$ cat config.mk
export PLATFORM = sky130hd
export DESIGN_NAME = isa_sequencer_flat
export DESIGN_NICKNAME = d
export VERILOG_FILES = /design/src/rtl/isa_sequencer_if.sv /design/src/rtl/isa_sequencer.sv /design/src/flat_wrapper.sv
export SDC_FILE = /design/constraint.sdc
export NUM_CORES = 1
export LEC_CHECK = 0
export CAP_MARGIN = 20
export CORE_UTILIZATION = 47
export CTS_BUF_LIST = sky130_fd_sc_hd__clkbuf_8
export DETAILED_ROUTE_END_ITERATION = 10
export PLACE_DENSITY = 0.79
export SLEW_MARGIN = 20
export SYNTH_ARGS = -nofsm -noshare
export SYNTH_HDL_FRONTEND = slang
export SYNTH_SLANG_ARGS = --single-unit
$ cat constraint.sdc
create_clock -name clk -period 1.73 [get_ports clk]
set_input_delay 0.2595 -clock clk [delete_from_list [all_inputs] [get_ports clk]]
set_output_delay 0.2595 -clock clk [all_outputs]
set_load 0.01 [all_outputs]
$ cat src/rtl/isa_sequencer_if.sv
// Sequencer-side bus: instruction memory fetch port plus ALU / register-file control.
// The master modport is the sequencer; the slave modport is the memory/datapath side.
interface isa_sequencer_if #(
    parameter int PC_W = 10
);
    logic [PC_W-1:0] imem_addr_o;
    logic            imem_re_o;
    logic [8:0]      instr_i;
    logic [2:0]      alu_cmd_o;
    logic [2:0]      rd_o;
    logic [2:0]      rs_o;
    logic            reg_we_o;
    logic            flag_i;

    modport master (
        output imem_addr_o, imem_re_o, alu_cmd_o, rd_o, rs_o, reg_we_o,
        input  instr_i, flag_i
    );

    modport slave (
        input  imem_addr_o, imem_re_o, alu_cmd_o, rd_o, rs_o, reg_we_o,
        output instr_i, flag_i
    );
endinterface

$ cat src/rtl/isa_sequencer.sv
// Fetch/decode/execute sequencer for the 9-bit ISA datapath; three cycles per
// instruction, no pipelining, conditional branches resolved from the ALU flag.
//
// state    | meaning
// ---------+--------------------------------------------------------------
// S_IDLE   | waiting for start_i after reset
// S_FETCH  | imem read issued at pc
// S_DECODE | instruction word captured into ir
// S_EXEC   | ir decoded, ALU/regfile controls driven, pc updated
// S_HALT   | halt opcode executed; done_o high, start_i restarts
module isa_sequencer #(
    parameter int PC_W  = 10,
    parameter int CNT_W = 16
) (
    input  logic              clk,
    input  logic              reset_n,
    input  logic              start_i,
    input  logic [PC_W-1:0]   start_addr_i,
    isa_sequencer_if.master   bus,
    output logic              busy_o,
    output logic              done_o,
    output logic [CNT_W-1:0]  retired_o
);

    typedef enum logic [2:0] {
        S_IDLE   = 3'd0,
        S_FETCH  = 3'd1,
        S_DECODE = 3'd2,
        S_EXEC   = 3'd3,
        S_HALT   = 3'd4
    } state_t;

    localparam logic [2:0] OP_ADD  = 3'b000;
    localparam logic [2:0] OP_LSL  = 3'b001;
    localparam logic [2:0] OP_NOP  = 3'b010;
    localparam logic [2:0] OP_XOR  = 3'b011;
    localparam logic [2:0] OP_HALT = 3'b100;
    localparam logic [2:0] OP_BR   = 3'b101;
    localparam logic [2:0] OP_SUB  = 3'b110;
    localparam logic [2:0] OP_CMP  = 3'b111;

    localparam logic [PC_W-1:0]  PC_ONE  = PC_W'(1);
    localparam logic [CNT_W-1:0] CNT_ONE = CNT_W'(1);

    state_t             state_q, state_d;
    logic [PC_W-1:0]    pc_q, pc_d;
    logic [8:0]         ir_q, ir_d;
    logic               flag_q, flag_d;
    logic [CNT_W-1:0]   retired_q, retired_d;

    logic               imem_re;
    logic [2:0]         alu_cmd;
    logic               reg_we;
    logic [2:0]         opcode;
    logic [PC_W-1:0]    br_off;

    assign opcode = ir_q[8:6];
    assign br_off = {{(PC_W-6){ir_q[5]}}, ir_q[5:0]};

    always_ff @(posedge clk or negedge reset_n) begin
        if (!reset_n) begin
            state_q   <= S_IDLE;
            pc_q      <= '0;
            ir_q      <= '0;
            flag_q    <= 1'b0;
            retired_q <= '0;
        end else begin
            state_q   <= state_d;
            pc_q      <= pc_d;
            ir_q      <= ir_d;
            flag_q    <= flag_d;
            retired_q <= retired_d;
        end
    end

    always_comb begin
        state_d   = state_q;
        pc_d      = pc_q;
        ir_d      = ir_q;
        flag_d    = flag_q;
        retired_d = retired_q;
        imem_re   = 1'b0;
        alu_cmd   = 3'b000;
        reg_we    = 1'b0;

        case (state_q)
            S_IDLE, S_HALT: begin
                if (start_i) begin
                    pc_d      = start_addr_i;
                    retired_d = '0;
                    flag_d    = 1'b0;
                    state_d   = S_FETCH;
                end
            end
            S_FETCH: begin
                imem_re = 1'b1;
                state_d = S_DECODE;
            end
            S_DECODE: begin
                ir_d    = bus.instr_i;
                state_d = S_EXEC;
            end
            S_EXEC: begin
                retired_d = retired_q + CNT_ONE;
                state_d   = S_FETCH;
                pc_d      = pc_q + PC_ONE;
                case (opcode)
                    OP_ADD, OP_LSL, OP_XOR, OP_SUB: begin
                        alu_cmd = opcode;
                        reg_we  = 1'b1;
                        flag_d  = bus.flag_i;
                    end
                    OP_CMP: begin
                        alu_cmd = OP_CMP;
                        flag_d  = bus.flag_i;
                    end
                    OP_BR: begin
                        // branch tests the flag latched by an earlier ALU/cmp op
                        if (flag_q) pc_d = pc_q + br_off;
                    end
                    OP_HALT: begin
                        pc_d    = pc_q;
                        state_d = S_HALT;
                    end
                    OP_NOP: begin
                        pc_d = pc_q + PC_ONE;
                    end
                    default: begin
                        pc_d = pc_q + PC_ONE;
                    end
                endcase
            end
            default: begin
                state_d = S_IDLE;
            end
        endcase
    end

    assign bus.imem_addr_o = pc_q;
    assign bus.imem_re_o   = imem_re;
    assign bus.alu_cmd_o   = alu_cmd;
    assign bus.reg_we_o    = reg_we;
    assign bus.rd_o        = ir_q[5:3];
    assign bus.rs_o        = ir_q[2:0];

    assign busy_o    = (state_q == S_FETCH) || (state_q == S_DECODE) || (state_q == S_EXEC);
    assign done_o    = (state_q == S_HALT);
    assign retired_o = retired_q;

endmodule

$ cat src/flat_wrapper.sv
// flat-port wrapper written by rule: the top's interface ports become plain ports
module isa_sequencer_flat 
#(
    parameter int PC_W  = 10,
    parameter int CNT_W = 16
)
  (clk, reset_n, start_i, start_addr_i, busy_o, done_o, retired_o, bus_imem_addr_o, bus_imem_re_o, bus_alu_cmd_o, bus_rd_o, bus_rs_o, bus_reg_we_o, bus_instr_i, bus_flag_i);
  isa_sequencer_if #(.PC_W(PC_W)) bus_i ();
  input  logic clk;
  input  logic reset_n;
  input  logic start_i;
  input  logic [PC_W-1:0] start_addr_i;
  output logic busy_o;
  output logic done_o;
  output logic [CNT_W-1:0] retired_o;
  output wire logic [$bits(bus_i.imem_addr_o)-1:0] bus_imem_addr_o;
  output wire logic [$bits(bus_i.imem_re_o)-1:0] bus_imem_re_o;
  output wire logic [$bits(bus_i.alu_cmd_o)-1:0] bus_alu_cmd_o;
  output wire logic [$bits(bus_i.rd_o)-1:0] bus_rd_o;
  output wire logic [$bits(bus_i.rs_o)-1:0] bus_rs_o;
  output wire logic [$bits(bus_i.reg_we_o)-1:0] bus_reg_we_o;
  input wire logic [$bits(bus_i.instr_i)-1:0] bus_instr_i;
  input wire logic [$bits(bus_i.flag_i)-1:0] bus_flag_i;
  assign bus_imem_addr_o = bus_i.imem_addr_o;
  assign bus_imem_re_o = bus_i.imem_re_o;
  assign bus_alu_cmd_o = bus_i.alu_cmd_o;
  assign bus_rd_o = bus_i.rd_o;
  assign bus_rs_o = bus_i.rs_o;
  assign bus_reg_we_o = bus_i.reg_we_o;
  assign bus_i.instr_i = bus_instr_i;
  assign bus_i.flag_i = bus_flag_i;
  isa_sequencer #(.PC_W(PC_W), .CNT_W(CNT_W)) u_core (.clk(clk), .reset_n(reset_n), .start_i(start_i), .start_addr_i(start_addr_i), .bus(bus_i), .busy_o(busy_o), .done_o(done_o), .retired_o(retired_o));
endmodule
Word level (Yosys, flattened, before mapping). Cells that the tools add are included.

Flip-flop bits (word level): 39. Logic and storage cells: 49.

$add $sub $neg: 3. Equality and inequality tests: 13. Multiplexer cells: 17. Reduce and logical (&&, ||, !) cells: 11.

Operators by type and width (number): case mux 10 bit (2 select lines) (2); case mux 16 bit (2 select lines) (1); two-way mux 10 bit (2); adder 16 x 1 -> 16 bit (second input constant) (1); two-way mux 16 bit (1); == test 3 bit (second input constant) (5); case mux 3 bit (4 select lines) (1); adder 10 x 1 -> 10 bit (second input constant) (1); adder 10 bit (1); == test 3 x 2 -> 1 bit (second input constant) (3); two-way mux 3 bit (3); == test 3 x 1 -> 1 bit (second input constant) (2); logical NOT 3 bit (2); != test 2 bit (second input constant) (3); case mux 3 bit (2 select lines) (1); AND reduction 3 bit (2); two-way mux 1 bit (5); OR reduction 5 bit (1); OR reduction 4 bit (1); logical OR 1 bit (2); case mux 1 bit (2 select lines) (1); AND reduction 2 bit (1); nonzero test 2 bit (1); OR reduction 2 bit (1).

Depth between registers and ports, before layout.
Word-level depth: 4. Depth in mapped cells: 7. Depth with buffers taken out: 7.

Worst setup path before layout. OpenSTA, ideal clock, no wires.

Path type: register -> register. Start: register u_core.pc_q[0] (netlist: u_core.bus.imem_addr_o[0]). End: register u_core.pc_q[6] (netlist: u_core.bus.imem_addr_o[6]). Setup time: 128 ps. Arrival: 1773 ps. Required time: 1602 ps. Setup slack: -171 ps. Cell stages (with the launch flop): 8. Buffers on the path: 0. Cells stage by stage: dfrtp_1 > ha_1 > fa_1 > a21oi_1 > o2111ai_1 > xor2_1 > mux2i_1 > o21ai_0.

Longest elaborated chain between the ends: 4. Elaborated cells on any way between the ends: 5.

Ends and longest elaborated chain: start, declared (RTL line isa_sequencer.sv:46) `logic [PC_W-1:0] pc_q, pc_d;`; start signal, assigned (RTL line isa_sequencer.sv:69) `pc_q <= pc_d;`; adder 10 x 1 -> 10 bit / adder 10 bit (equally long branches) (RTL line isa_sequencer.sv:106, isa_sequencer.sv:126, isa_sequencer.sv:119); two-way mux 10 bit (RTL line isa_sequencer.sv:119) `if (flag_q) pc_d = pc_q + br_off;`; case mux 10 bit (2 select lines) * (RTL line isa_sequencer.sv:107) `case (opcode)`; case mux 10 bit (2 select lines) * (RTL line isa_sequencer.sv:86) `case (state_q)`.

Mark *: on every way between the ends. The rest lies on a longest branch, timed or not. A chain may end at the register's enable or synchronous reset.

Final worst setup path.
Start: register u_core.ir_q[0]. End: register u_core.pc_q[8] (netlist: u_core.bus.imem_addr_o[8]).

Longest elaborated chain between the ends: 4.

Ends and longest elaborated chain: start, declared (RTL line isa_sequencer.sv:47) `logic [8:0] ir_q, ir_d;`; start signal, assigned (RTL line isa_sequencer.sv:70) `ir_q <= ir_d;`; adder 10 bit (RTL line isa_sequencer.sv:119); two-way mux 10 bit (RTL line isa_sequencer.sv:119); case mux 10 bit (2 select lines) (RTL line isa_sequencer.sv:107); case mux 10 bit (2 select lines) (RTL line isa_sequencer.sv:86).

Every way passes these cells.

==> results.sh <==
export IMPL_die_area_um2=5870
export IMPL_vias_in_the_first_global_route=2495
export IMPL_critical_path_source_type="flip-flop"
export IMPL_rsz0062_at_grt="true"
export IMPL_synth_seq_area_share_pct=37.3
export IMPL_syn_num_nets=316
export IMPL_end_kind="flip-flop"
export IMPL_remaining_drcs=0
export IMPL_core_area_um2=5240
export IMPL_post_synth_instance_area_um2=2620
export IMPL_cts_buffer_depth=2
export IMPL_vias=2588
export IMPL_irDropWorstVdd_mv=1.33
export IMPL_antenna_found_initial=0
export IMPL_wl_per_cell_um=16.2
export IMPL_p_leak_nw=1.65
export IMPL_root_buffer="sky130_fd_sc_hd__clkbuf_8"
export IMPL_failed_checks="negative setup slack"
export IMPL_max_cap_violations=0
export IMPL_run_status="complete, but fails checks"
export IMPL_initial_core_util_pct=49.9
export IMPL_max_freq_mhz=553
export IMPL_drt_initial_drc_count=165
export IMPL_global_route_usage_total_pct=26.1
export IMPL_via_per_inst=5.69
export IMPL_cts_htree_levels=2
export IMPL_synthArstFlopShare_pct=100
export IMPL_die_width_um=76.6
export IMPL_floorplan_rows=26
export IMPL_final_number_of_hold_violating_endpoints=0
export IMPL_area_growth_synth_to_final_pct=46.5
export IMPL_die_h_um=76.6
export IMPL_grt_first_pass_wirelength_um=12200
export IMPL_final_setup_viol_count=6
export IMPL_ant_nets=0
export IMPL_timing_slew_headroom_pct=68.0
export IMPL_gp_congestion=0.862
export IMPL_postLayoutSetupSlackWorst_ns=-0.0792
export IMPL_clock_transition_at_the_registers_of_the_reported_paths_ns=0.09
export IMPL_layout_drive_gt1_share_pct=28.1
export IMPL_path_class="flip-flop to flip-flop"
export IMPL_synth_ff_type="sky130_fd_sc_hd__dfrtp_1"
export IMPL_post_route_period_util_pct=105
export IMPL_synth_area_per_cell_um2=9.31
export IMPL_final_max_slew_viol_count=0
export IMPL_fin_util_pct=73.1
export IMPL_yosys_warnings=0
export IMPL_cts_sink_count=39
export IMPL_placedCellCount=436
export IMPL_design_area_um2=3830
export IMPL_pre_cts_ws_ns=-0.178
export IMPL_total_length_of_routed_wires_um=7350
export IMPL_synth_seq_cells=39
export IMPL_mostFrequentLayoutCell="sky130_fd_sc_hd__clkdlybuf4s50_1"
export IMPL_port_buffer_count=61
export IMPL_dp_hpwl_um=5140
export IMPL_total_power_of_the_final_layout_mw=7.56
export IMPL_fin_cells=455
export IMPL_cts_tree="done"
export IMPL_critPathArrivalTime_ns=1.99
export IMPL_cts_buffers=5
export IMPL_hold_slack_ns=0.445
export IMPL_power_density_nw_per_um2=1970
export IMPL_timing_setup_tns_ns=-0.293
export IMPL_critical_path_peak_fanout=3
export IMPL_post_synth_num_cell_types=52
export IMPL_maximum_number_of_pins_on_one_net_before_global_route_repair=27
export IMPL_holdCritPathClass="input pin to asynchronous set/reset pin"
export IMPL_synth_cells=281
export IMPL_finalClockSkew_ns=0.0137
export IMPL_final_cell_mix="53 x sky130_fd_sc_hd__clkdlybuf4s50_1, 45 x sky130_fd_sc_hd__buf_4, 32 x sky130_fd_sc_hd__dfrtp_1, 28 x sky130_fd_sc_hd__nand2_1"
export IMPL_design_final_nets=419
export IMPL_actual_slew_at_the_worst_max_slew_pin_ns=0.480
export IMPL_dr_pass1_iters=4
export IMPL_dpl_cell_area_um2=3540
export IMPL_globalRouteOverflowTotal=0
export IMPL_diodes_inserted=0
export IMPL_number_of_enable_flip_flop_cells_after_synthesis=0
export IMPL_final_period_minus_worst_setup_slack_ns=1.81
export IMPL_required_ns=1.91
export IMPL_clock_latency_ns=0.30
export IMPL_io_pins=62
==> Yosys cell counts (all sizes together) (3+ instances only) <==
library cell | n | area [µm²]
dfrtp | 39 | 976
nand2 | 28 | 105
o21ai | 28 | 148
a21oi | 21 | 109
nor2 | 17 | 66.3
buf | 14 | 111
nand3 | 12 | 65.1
ha | 11 | 138
inv | 9 | 33.8
mux2 | 9 | 101
and3 | 7 | 43.8
nand4 | 7 | 43.8
xor2 | 7 | 61.3
mux2i | 6 | 60.1
o211ai | 6 | 45.0
o31ai | 6 | 45.0
a21o | 5 | 37.5
or3 | 5 | 31.3
xnor2 | 5 | 43.8
a211oi | 3 | 22.5
nand2b | 3 | 18.8
nor3 | 3 | 15.0
==> worst paths after layout <==
path | slack, ns | cells past startpoint | start | to
max | -0.08 | 7 | u_core.ir_q[0]$_DFFE_PN0P_ | u_core.bus.imem_addr_o[8]$_DFFE_PN0P_
min | 0.44 | 2 | reset_n | u_core.retired_o[4]$_DFFE_PN0P_
max reg2reg | -0.08 | 7 | u_core.ir_q[0]$_DFFE_PN0P_ | u_core.bus.imem_addr_o[8]$_DFFE_PN0P_
min reg2reg | 0.50 | 1 | u_core.retired_o[15]$_DFFE_PN0P_ | u_core.retired_o[15]$_DFFE_PN0P_
max in group asynchronous | 0.72 | 3 | reset_n | u_core.bus.imem_addr_o[1]$_DFFE_PN0P_
min in group clk | 0.50 | 1 | u_core.retired_o[15]$_DFFE_PN0P_ | u_core.retired_o[15]$_DFFE_PN0P_
==> logic make-up after synthesis <==
family / Yosys count / share of synthesized area [%]
and+or+nand+nor: 92 / 18.5
adders and majority gates: 12 / 6.03
xor gates and xnor gates: 12 / 4.02
AOI/OAI and AO/OA: 87 / 22.3
DFF: 39 / 37.3
buffers and inverters: 24 / 5.69
muxes: 15 / 6.17
==> final cells by class <==
| cell class | count | area [µm²] |
|---|---|---|
| clock buffers | 5 | 68.8 |
| clock inverters | 3 | 43.8 |
| fillers | 380 | 1410 |
| inverters | 9 | 33.8 |
| multi-input cells | 218 | 1610 |
| flip-flops and latches | 39 | 985 |
| well taps | 70 | 87.6 |
| repair buffers | 111 | 1000 |
==> power by group <==
group          leakage, nW  internal [mW]  switching [mW]  total (mW)
clock               0.0581          0.430           0.350       0.780
sequential           0.485           1.23           0.364        1.60
combinational         1.11           2.69            2.50        5.19
==> flip-flops by register name, indices dropped and copies added (netlist names) <==
signal and cells:
u_core.ir_q 9, u_core.flag_q 1, u_core.bus.imem_addr_o 10, u_core.retired_o 16, u_core.state_q 3
==> repair_timing <==
item	4_1_cts	5_1_grt
endpoints found under the setup margin	17	19
pin swaps	7	9
hold endpoints to repair	17	0
hold buffers	1	0
gates cloned	0	0
gates resized for setup	26	19
setup buffers	6	4
==> critical path: stages, from the launching register on <==
cell and delay [ns]:
sky130_fd_sc_hd__dfrtp_1 0.42, sky130_fd_sc_hd__ha_4 0.18, sky130_fd_sc_hd__fa_2 0.37, sky130_fd_sc_hd__a21oi_4 0.19, sky130_fd_sc_hd__o2111ai_1 0.16, sky130_fd_sc_hd__o211ai_1 0.13
sky130_fd_sc_hd__xor2_1 0.18, sky130_fd_sc_hd__o21ai_1 0.08
==> routing by layer <==
metal	track usage, %	share of wire [%]	vias up
li1	-	-	1241
met4	10.0	2.5	0
met2	42.2	48	91
met3	4.31	5.5	23
met5	0	0	-
met1	35.1	44	1233
No activity file was read; power rests on OpenSTA's default activity.
